### config.mk
export PLATFORM = sky130hd
export DESIGN_NAME = mem_port_arbiter_flat
export DESIGN_NICKNAME = d
export VERILOG_FILES = /design/src/rtl/mem_port_arbiter_if.sv /design/src/rtl/mem_port_arbiter.sv /design/src/flat_wrapper.sv
export SDC_FILE = /design/constraint.sdc
export NUM_CORES = 1
export LEC_CHECK = 0
export CORE_ASPECT_RATIO = 0.7
export CORE_MARGIN = 2
export CORE_UTILIZATION = 44
export DETAILED_ROUTE_END_ITERATION = 8
export GPL_TIMING_DRIVEN = 0
export PLACE_DENSITY = 0.93
export SYNTH_ARGS = -nofsm -noshare
export SYNTH_HDL_FRONTEND = slang
export SYNTH_SLANG_ARGS = --single-unit
### constraint.sdc
create_clock -name clk -period 3.7 [get_ports clk]
set_input_delay 0.74 -clock clk [delete_from_list [all_inputs] [get_ports clk]]
set_output_delay 0.74 -clock clk [all_outputs]
set_load 0.01 [all_outputs]
### src/rtl/mem_port_arbiter_if.sv
// Bundles the fetch, load/store and memory handshake signals of mem_port_arbiter.
// slave is the arbiter's view of the bundle; master is the view of the core and memory around it.
interface mem_port_arbiter_if;
    logic        if_req_i;
    logic [31:0] if_addr_i;
    logic        if_gnt_o;
    logic        if_rvalid_o;
    logic [31:0] if_rdata_o;
    logic        if_err_o;

    logic        ls_req_i;
    logic        ls_we_i;
    logic [31:0] ls_addr_i;
    logic [1:0]  ls_size_i;
    logic        ls_unsigned_i;
    logic [31:0] ls_wdata_i;
    logic        ls_gnt_o;
    logic        ls_rvalid_o;
    logic [31:0] ls_rdata_o;
    logic        ls_err_o;

    logic        mem_req_o;
    logic        mem_we_o;
    logic [31:0] mem_addr_o;
    logic [3:0]  mem_be_o;
    logic [31:0] mem_wdata_o;
    logic        mem_gnt_i;
    logic        mem_rvalid_i;
    logic [31:0] mem_rdata_i;

    modport slave (
        input  if_req_i, if_addr_i,
        output if_gnt_o, if_rvalid_o, if_rdata_o, if_err_o,
        input  ls_req_i, ls_we_i, ls_addr_i, ls_size_i, ls_unsigned_i, ls_wdata_i,
        output ls_gnt_o, ls_rvalid_o, ls_rdata_o, ls_err_o,
        output mem_req_o, mem_we_o, mem_addr_o, mem_be_o, mem_wdata_o,
        input  mem_gnt_i, mem_rvalid_i, mem_rdata_i
    );

    modport master (
        output if_req_i, if_addr_i,
        input  if_gnt_o, if_rvalid_o, if_rdata_o, if_err_o,
        output ls_req_i, ls_we_i, ls_addr_i, ls_size_i, ls_unsigned_i, ls_wdata_i,
        input  ls_gnt_o, ls_rvalid_o, ls_rdata_o, ls_err_o,
        input  mem_req_o, mem_we_o, mem_addr_o, mem_be_o, mem_wdata_o,
        output mem_gnt_i, mem_rvalid_i, mem_rdata_i
    );
endinterface

### src/rtl/mem_port_arbiter.sv
// Shares one 32-bit memory port between fetch and load/store: data priority with bounded
// fetch starvation, one transaction in flight, lane steering and load extension for the LSU.
module mem_port_arbiter #(
    parameter int unsigned STARVE_LIMIT = 4
) (
    input  logic                clk,
    input  logic                rst_n,
    mem_port_arbiter_if.slave   bus
);
    localparam logic [1:0] S_IDLE = 2'd0;
    localparam logic [1:0] S_REQ  = 2'd1;
    localparam logic [1:0] S_RESP = 2'd2;
    localparam logic [1:0] S_ERR  = 2'd3;

    localparam logic [3:0] LIMIT = 4'(STARVE_LIMIT);
    localparam logic       OWN_IF = 1'b0;
    localparam logic       OWN_LS = 1'b1;

    logic [1:0]  state_q,  state_d;
    logic [3:0]  streak_q, streak_d;
    logic        owner_q,  owner_d;
    logic [31:0] addr_q,   addr_d;
    logic        we_q,     we_d;
    logic [1:0]  size_q,   size_d;
    logic        uns_q,    uns_d;
    logic [31:0] wdata_q,  wdata_d;

    logic        pick_ls, pick_if, idle;
    logic        ls_bad, if_bad;
    logic [31:0] shifted, ld_data, rsp_data;
    logic        rsp_valid, rsp_err;
    logic        in_req;
    logic [3:0]  be;
    logic [31:0] wdata_rep;

    always_comb begin
        idle    = (state_q == S_IDLE);
        // Gated by rst_n so grants stay low while reset is held with requests pending.
        pick_ls = rst_n && idle && bus.ls_req_i && !(bus.if_req_i && streak_q == LIMIT);
        pick_if = rst_n && idle && bus.if_req_i && !pick_ls;

        if_bad  = (bus.if_addr_i[1:0] != 2'b00);
        ls_bad  = (bus.ls_size_i == 2'b11)
               || (bus.ls_size_i == 2'b01 && bus.ls_addr_i[0])
               || (bus.ls_size_i == 2'b10 && bus.ls_addr_i[1:0] != 2'b00);

        state_d  = state_q;
        streak_d = streak_q;
        owner_d  = owner_q;
        addr_d   = addr_q;
        we_d     = we_q;
        size_d   = size_q;
        uns_d    = uns_q;
        wdata_d  = wdata_q;

        case (state_q)
            S_IDLE: begin
                if (pick_ls) begin
                    owner_d  = OWN_LS;
                    addr_d   = bus.ls_addr_i;
                    we_d     = bus.ls_we_i;
                    size_d   = bus.ls_size_i;
                    uns_d    = bus.ls_unsigned_i;
                    wdata_d  = bus.ls_wdata_i;
                    state_d  = ls_bad ? S_ERR : S_REQ;
                    if (!bus.if_req_i)       streak_d = '0;
                    else if (streak_q != LIMIT) streak_d = streak_q + 4'd1;
                end else if (pick_if) begin
                    owner_d  = OWN_IF;
                    addr_d   = bus.if_addr_i;
                    we_d     = 1'b0;
                    size_d   = 2'b10;
                    uns_d    = 1'b0;
                    wdata_d  = '0;
                    state_d  = if_bad ? S_ERR : S_REQ;
                    streak_d = '0;
                end
            end
            S_REQ:   if (bus.mem_gnt_i)    state_d = S_RESP;
            S_RESP:  if (bus.mem_rvalid_i) state_d = S_IDLE;
            default: state_d = S_IDLE;
        endcase
    end

    always_comb begin
        shifted = bus.mem_rdata_i >> {addr_q[1:0], 3'b000};
        case (size_q)
            2'b00:   ld_data = uns_q ? {24'h0, shifted[7:0]}  : {{24{shifted[7]}}, shifted[7:0]};
            2'b01:   ld_data = uns_q ? {16'h0, shifted[15:0]} : {{16{shifted[15]}}, shifted[15:0]};
            default: ld_data = shifted;
        endcase

        case (size_q)
            2'b00:   be = 4'b0001 << addr_q[1:0];
            2'b01:   be = 4'b0011 << addr_q[1:0];
            default: be = 4'b1111;
        endcase

        case (size_q)
            2'b00:   wdata_rep = {4{wdata_q[7:0]}};
            2'b01:   wdata_rep = {2{wdata_q[15:0]}};
            default: wdata_rep = wdata_q;
        endcase

        in_req    = (state_q == S_REQ);
        rsp_err   = (state_q == S_ERR);
        rsp_valid = rsp_err || (state_q == S_RESP && bus.mem_rvalid_i);
        rsp_data  = '0;
        if (state_q == S_RESP && bus.mem_rvalid_i && !we_q)
            rsp_data = (owner_q == OWN_LS) ? ld_data : bus.mem_rdata_i;
    end

    always_comb begin
        bus.if_gnt_o    = pick_if;
        bus.ls_gnt_o    = pick_ls;
        bus.if_rvalid_o = rsp_valid && (owner_q == OWN_IF);
        bus.if_err_o    = rsp_err   && (owner_q == OWN_IF);
        bus.if_rdata_o  = (owner_q == OWN_IF) ? rsp_data : '0;
        bus.ls_rvalid_o = rsp_valid && (owner_q == OWN_LS);
        bus.ls_err_o    = rsp_err   && (owner_q == OWN_LS);
        bus.ls_rdata_o  = (owner_q == OWN_LS) ? rsp_data : '0;

        bus.mem_req_o   = in_req;
        bus.mem_we_o    = in_req && we_q;
        bus.mem_addr_o  = in_req ? {addr_q[31:2], 2'b00} : '0;
        bus.mem_be_o    = in_req ? be : '0;
        bus.mem_wdata_o = (in_req && we_q) ? wdata_rep : '0;
    end

    always_ff @(posedge clk or negedge rst_n) begin
        if (!rst_n) begin
            state_q  <= S_IDLE;
            streak_q <= '0;
            owner_q  <= OWN_IF;
            addr_q   <= '0;
            we_q     <= 1'b0;
            size_q   <= '0;
            uns_q    <= 1'b0;
            wdata_q  <= '0;
        end else begin
            state_q  <= state_d;
            streak_q <= streak_d;
            owner_q  <= owner_d;
            addr_q   <= addr_d;
            we_q     <= we_d;
            size_q   <= size_d;
            uns_q    <= uns_d;
            wdata_q  <= wdata_d;
        end
    end
endmodule

### src/flat_wrapper.sv
// flat-port wrapper written by rule: the top's interface ports become plain ports
module mem_port_arbiter_flat 
#(
    parameter int unsigned STARVE_LIMIT = 4
)
  (clk, rst_n, bus_if_req_i, bus_if_addr_i, bus_if_gnt_o, bus_if_rvalid_o, bus_if_rdata_o, bus_if_err_o, bus_ls_req_i, bus_ls_we_i, bus_ls_addr_i, bus_ls_size_i, bus_ls_unsigned_i, bus_ls_wdata_i, bus_ls_gnt_o, bus_ls_rvalid_o, bus_ls_rdata_o, bus_ls_err_o, bus_mem_req_o, bus_mem_we_o, bus_mem_addr_o, bus_mem_be_o, bus_mem_wdata_o, bus_mem_gnt_i, bus_mem_rvalid_i, bus_mem_rdata_i);
  mem_port_arbiter_if bus_i ();
  input  logic clk;
  input  logic rst_n;
  input wire logic [$bits(bus_i.if_req_i)-1:0] bus_if_req_i;
  input wire logic [$bits(bus_i.if_addr_i)-1:0] bus_if_addr_i;
  output wire logic [$bits(bus_i.if_gnt_o)-1:0] bus_if_gnt_o;
  output wire logic [$bits(bus_i.if_rvalid_o)-1:0] bus_if_rvalid_o;
  output wire logic [$bits(bus_i.if_rdata_o)-1:0] bus_if_rdata_o;
  output wire logic [$bits(bus_i.if_err_o)-1:0] bus_if_err_o;
  input wire logic [$bits(bus_i.ls_req_i)-1:0] bus_ls_req_i;
  input wire logic [$bits(bus_i.ls_we_i)-1:0] bus_ls_we_i;
  input wire logic [$bits(bus_i.ls_addr_i)-1:0] bus_ls_addr_i;
  input wire logic [$bits(bus_i.ls_size_i)-1:0] bus_ls_size_i;
  input wire logic [$bits(bus_i.ls_unsigned_i)-1:0] bus_ls_unsigned_i;
  input wire logic [$bits(bus_i.ls_wdata_i)-1:0] bus_ls_wdata_i;
  output wire logic [$bits(bus_i.ls_gnt_o)-1:0] bus_ls_gnt_o;
  output wire logic [$bits(bus_i.ls_rvalid_o)-1:0] bus_ls_rvalid_o;
  output wire logic [$bits(bus_i.ls_rdata_o)-1:0] bus_ls_rdata_o;
  output wire logic [$bits(bus_i.ls_err_o)-1:0] bus_ls_err_o;
  output wire logic [$bits(bus_i.mem_req_o)-1:0] bus_mem_req_o;
  output wire logic [$bits(bus_i.mem_we_o)-1:0] bus_mem_we_o;
  output wire logic [$bits(bus_i.mem_addr_o)-1:0] bus_mem_addr_o;
  output wire logic [$bits(bus_i.mem_be_o)-1:0] bus_mem_be_o;
  output wire logic [$bits(bus_i.mem_wdata_o)-1:0] bus_mem_wdata_o;
  input wire logic [$bits(bus_i.mem_gnt_i)-1:0] bus_mem_gnt_i;
  input wire logic [$bits(bus_i.mem_rvalid_i)-1:0] bus_mem_rvalid_i;
  input wire logic [$bits(bus_i.mem_rdata_i)-1:0] bus_mem_rdata_i;
  assign bus_i.if_req_i = bus_if_req_i;
  assign bus_i.if_addr_i = bus_if_addr_i;
  assign bus_if_gnt_o = bus_i.if_gnt_o;
  assign bus_if_rvalid_o = bus_i.if_rvalid_o;
  assign bus_if_rdata_o = bus_i.if_rdata_o;
  assign bus_if_err_o = bus_i.if_err_o;
  assign bus_i.ls_req_i = bus_ls_req_i;
  assign bus_i.ls_we_i = bus_ls_we_i;
  assign bus_i.ls_addr_i = bus_ls_addr_i;
  assign bus_i.ls_size_i = bus_ls_size_i;
  assign bus_i.ls_unsigned_i = bus_ls_unsigned_i;
  assign bus_i.ls_wdata_i = bus_ls_wdata_i;
  assign bus_ls_gnt_o = bus_i.ls_gnt_o;
  assign bus_ls_rvalid_o = bus_i.ls_rvalid_o;
  assign bus_ls_rdata_o = bus_i.ls_rdata_o;
  assign bus_ls_err_o = bus_i.ls_err_o;
  assign bus_mem_req_o = bus_i.mem_req_o;
  assign bus_mem_we_o = bus_i.mem_we_o;
  assign bus_mem_addr_o = bus_i.mem_addr_o;
  assign bus_mem_be_o = bus_i.mem_be_o;
  assign bus_mem_wdata_o = bus_i.mem_wdata_o;
  assign bus_i.mem_gnt_i = bus_mem_gnt_i;
  assign bus_i.mem_rvalid_i = bus_mem_rvalid_i;
  assign bus_i.mem_rdata_i = bus_mem_rdata_i;
  mem_port_arbiter #(.STARVE_LIMIT(STARVE_LIMIT)) u_core (.clk(clk), .rst_n(rst_n), .bus(bus_i));
endmodule
* Word-level counts from Yosys, hierarchy flattened
Cells that the tools add are included.
** Operators by class
- Add/subtract/negate cells :: 1
- Eq/ne operators :: 13
- Shift-type cells :: 3
- Muxes and demuxes :: 33
- Bitwise gates (word level) :: 1
- Reductions and logical operators :: 29
** Operators by type and width (number)
- $mux W32 :: 12
- $pmux W32 S2 :: 2
- $shr A32 B5 Y32 :: 1
- $mux W4 :: 5
- $mux W2 :: 8
- $logic_and A1 B1 Y1 :: 15
- $eq A2 B2 Y1 const B :: 4
- $pmux W4 S2 :: 1
- $eq A2 B1 Y1 const B :: 3
- $pmux W2 S3 :: 1
- $reduce_and A3 Y1 :: 2
- $reduce_bool A2 Y1 :: 3
- $add A4 B1 Y4 const B :: 1
- $eq A4 B3 Y1 const B :: 1
- $logic_not A2 Y1 :: 2
- $mux W1 :: 4
- $ne A2 B2 Y1 const B :: 2
- $ne A4 B3 Y1 const B :: 1
- $shl A1 B2 Y4 const A :: 1
- $shl A2 B2 Y4 const A :: 1
- $logic_not A1 Y1 :: 3
- $logic_or A1 B1 Y1 :: 3
- $ne A3 B2 Y1 const B :: 1
- $ne A3 B3 Y1 const B :: 1
- 2 further kinds :: 2
** Storage, ports and cells
- Register bits after elaboration :: 75
- Input bits :: 138
- Output and inout bits :: 140
- Word-level logic and storage cells :: 88

* Longest topological paths before layout
- Word-level depth :: 9
- Depth in mapped cells :: 7
- Gate-level depth less buffers :: 6

* Least setup slack after synthesis
Ideal clock, no wire load.
- Path type :: input -> output
- From :: input port bus_mem_rvalid_i
- To :: output port bus_ls_rdata_o[0]
- Data arrival time :: 1728 ps
- Setup slack :: 1232 ps
- Stages :: 3
- Path buffers :: 0
- Cell sequence :: and4bb_2 > nand2_1 > a2111oi_0
** On the way
- Longest elaborated chain between the ends :: 4
** Ends and longest elaborated chain
- start: declaration :: RTL line flat_wrapper.sv:32 : input wire logic [$bits(bus_i.mem_rvalid_i)-1:0] bus_mem_rvalid_i;
- $logic_and A1 B1 Y1 (2 in series) :: RTL line mem_port_arbiter.sv:109 : if (state_q == S_RESP && bus.mem_rvalid_i && !we_q)
- $mux W32 :: RTL line mem_port_arbiter.sv:109
- $mux W32 :: RTL line mem_port_arbiter.sv:121 : bus.ls_rdata_o = (owner_q == OWN_LS) ? rsp_data : '0;
- end: declaration :: RTL line flat_wrapper.sv:24 : output wire logic [$bits(bus_i.ls_rdata_o)-1:0] bus_ls_rdata_o;
No other way between the ends.

* Final worst setup path
- From :: input port bus_mem_rdata_i[31]
- To :: output port bus_ls_rdata_o[29]
** On the way
- Longest elaborated chain between the ends :: 6
- Elaborated cells on any way between the ends :: 7
- Classes of those cells :: shift (1); mux (6)
** Ends and longest elaborated chain
- start: declaration :: RTL line flat_wrapper.sv:33 : input wire logic [$bits(bus_i.mem_rdata_i)-1:0] bus_mem_rdata_i;
- $shr A32 B5 Y32 (*) :: RTL line mem_port_arbiter.sv:86 : shifted = bus.mem_rdata_i >> {addr_q[1:0], 3'b000};
- $mux W32 (on tied branches) :: RTL line mem_port_arbiter.sv:89, mem_port_arbiter.sv:88
- $pmux W32 S2 (*) :: RTL line mem_port_arbiter.sv:87 : case (size_q)
- $mux W32 (*) :: RTL line mem_port_arbiter.sv:110 : rsp_data = (owner_q == OWN_LS) ? ld_data : bus.mem_rdata_i;
- $mux W32 (*) :: RTL line mem_port_arbiter.sv:109
- $mux W32 (*) :: RTL line mem_port_arbiter.sv:121
Mark *: on every way between the ends. The rest lies on a longest branch, timed or not.

==> reports/results.tsv <==
metric	value	unit
first-pass GRT wire length	35.9	mm
share of layout cells above drive strength 1	0.135	
crit-path max FO	10	
Worst VDD drop	0.349	mV
hpwl dp	17.3	mm
die height	98.0	um
kind of critical path	in2out	
CTS tree	yes	
synthesis-to-layout area growth	61.4	%
vias after detailed routing	6612	
Placed Area	8540	um2
CP endpoint kind	output pin	
pwr/cell area	606	nW/um2
Fin. Hold Viols	0	
CTS root buf	clkbuf_16	
switching fraction of total power	0.411	
GRT met1 Usage	0.431	
Clock Sinks	75	
Comb pwr share	0.543	
register area share after synthesis	0.338	
met2 GRT Util	0.554	
CTS clk-pin slew, worst paths	60	ps
Ports	278	
Final ANT Viol Nets	0	
CP arrival	2910	ps
# port buffers	275	
Longest Clk Path Bufs	2	
CTS Buf Count	9	
initial antenna violation count	0	
DRT iter0 DRCs	453	
Design Area, Final	8960	um2
commonest non-fill, non-tap cell in the layout	clkdlybuf4s50_1	
DP Worst Slack	-41.2	ps
Antenna diodes	0	
final WL	23.0	mm
Slew @ Worst Pin	742	ps
final count of pins violating max slew	0	
Post-synth EDFFs	0	
P_int	3.20	mW
critical path cell sequence	clkdlybuf4s50_1 -> mux2_2 -> nand4_1 -> clkbuf_1 -> o211ai_1 -> clkdlybuf4s50_1	
total gr overflow	0	
Clock Latency Late Sink	340	ps
met3 Use GR	0.0677	
Leak	3.64	nW
Top FF cell, synth	dfrtp_1	
Crit path required time	2960	ps
Setup Skew	6.61	ps
clock network power share	0.191	
Synth Area per Inst	8.84	um2
# fillers	908	
Min Hold Slack	215	ps
slowest CP cell	clkdlybuf4s50_1	
max-cap violation count	0	
Die X	138	um
setup TNS	0	ps
final number of setup-violating endpoints	0	
Total GRT Usage	0.329	
maximum clock rate	274	MHz
Ys Warns	0	
largest net degree at the start of global routing	76	
row cnt	34	
Post-Route Utilization	0.724	
Final Cycle Share	0.986	
GRT Max-Usage Layer	met2	
Max-Slew Margin vs Limit	0.503	
number of global-route vias before repair	6540	
# nets final	1058	
CP dominant cell by count	clkdlybuf4s50_1	
post-route minimum period	3650	ps
Wirelength per Cell	21.2	um
Worst path max stage delay	520	ps
Die Area	13500	um2
final worst setup slack	51.5	ps
number of synthesized register bits	75	
TritonRoute pass-1 iters	5	
vias per cell	6.09	
Synth Instances	628	
Setup crit start kind	input port	
Worst Hold Class	in2async	
unrepaired setup endpoints after global routing	false	
DRC viols	0	
H-tree depth	3	
sequential cell area	1880	um2
Switch Pwr	2.23	mW
Yosys cell types	53	
commonest cells after routing, fill and taps aside	clkdlybuf4s50_1, dfrtp_1, a21oi_1, and3_1, nor2_1	
Final Wtd Congestion	0.937	
Core Region	12400	um2
Seq pwr share	0.266	
ys async rst share	1.00	
multi-input logic area	3280	um2
starting density of the core	0.448	
status	finished, final reports clean	
Post-Syn Area	5550	um2
CTS Hold Bufs	0	
[synth_stat cells, types with 2 or more instances]
cell type	count	area (um2)
a2111oi_0	7	61.3
a211oi_1	9	67.6
a21oi_1	49	245
a22o_1	35	307
a2bb2oi_1	8	70.1
a31oi_1	33	206
and2_1	30	188
and3_1	42	263
and4b_1	2	20.0
and4bb_2	2	25.0
buf_2	31	155
buf_4	6	45.0
buf_6	5	56.3
clkbuf_1	35	131
dfrtp_1	75	1880
ha_1	2	25.0
inv_1	10	37.5
mux2_2	17	191
mux2i_1	16	160
nand2_1	34	128
nand2b_1	2	12.5
nand3_1	19	95.1
nand4_1	35	219
nor2_1	36	135
nor2b_1	2	12.5
nor3_1	3	15.0
o211ai_1	17	128
o21a_1	2	15.0
o21ai_0	8	40.0
o31ai_1	5	37.5
o31ai_2	27	338
or2_2	3	18.8
[metal layers]
| layer | vias to the layer above | wire [um] | share of wire |
|---|---|---|---|
| li1 | 2967 | - | - |
| met5 | - | 0 | 0 |
| met1 | 3183 | 9430 | 0.41 |
| met3 | 52 | 2110 | 0.092 |
| met2 | 410 | 10900 | 0.47 |
| met4 | 0 | 571 | 0.025 |
[flip-flops by register name, summed over array words and instances (netlist names)]
signal	count
u_core.owner_q	1
u_core.addr_q	32
u_core.state_q	2
u_core.uns_q	1
u_core.streak_q	4
u_core.wdata_q	32
u_core.size_q	2
u_core.we_q	1
[area by class of cell]
class	count	area share
clock buffer	9	0.0251
inverter	11	0.00461
tap	162	0.0226
buffer	78	0.0447
clock inverter	7	0.0138
sequential	75	0.209
timing repair buffer	278	0.314
multi-input combinational	465	0.366
[critical path, delay by kind of cell]
| kind | cells | cell delay (ps) |
|---|---|---|
| buffers and inverters | 3 | 1420 |
| multiplexers | 1 | 370 |
| AO/OA/AOI/OAI | 1 | 210 |
| AND/OR/NAND/NOR | 1 | 160 |
[power by group through the flow]
stage               registers [mW]  clock network, mW  logic, mW
floorplan                     1.34                  0       1.76
global placement              1.42                  0       2.80
detailed placement            1.44                  0       2.86
CTS                           1.43               1.04       2.89
global route                  1.49               1.07       3.16
finish                        1.45               1.04       2.95
[logic make-up (layout without fill, tap and decap cells)]
group,Yosys count,in the layout,share of synthesized area
AND/OR/NAND/NOR,218,218,0.221
AO/OA/AOI/OAI,209,209,0.293
buffers and inverters,89,383,0.0780
flip-flops,75,75,0.338
multiplexers,33,33,0.0633
adder cells (fa/ha/maj),2,2,0.00451
other,1,2,0.000675
XOR/XNOR,1,1,0.00158
[stage by stage]
stage	power, mW	std cells
global placement	4.22	1066
finish	5.43	1085
CTS	5.36	1084
floorplan	3.10	629
global route	5.71	1085
detailed placement	4.30	1067
[final timing paths]
kind,depth (start not counted),endpoint,start,slack (ps)
setup reg to reg,7,u_core.wdata_q[18],u_core.streak_q[0],1680
min in group clk,1,u_core.wdata_q[24],u_core.wdata_q[24],500
setup / recovery,6,bus_ls_rdata_o[29],bus_mem_rdata_i[31],50
hold / removal,1,u_core.addr_q[19],rst_n,210
max in group asynchronous,2,u_core.streak_q[3],rst_n,3040
hold reg to reg,1,u_core.wdata_q[24],u_core.wdata_q[24],500
[what timing repair did]
action	in CTS	in global routing
gates cloned	0	1
setup buffers	1	0
resized for setup	1	13
endpoints found under the setup margin	7	19
hold endpoints to repair	0	0
Power figures use the tool's default switching activity.
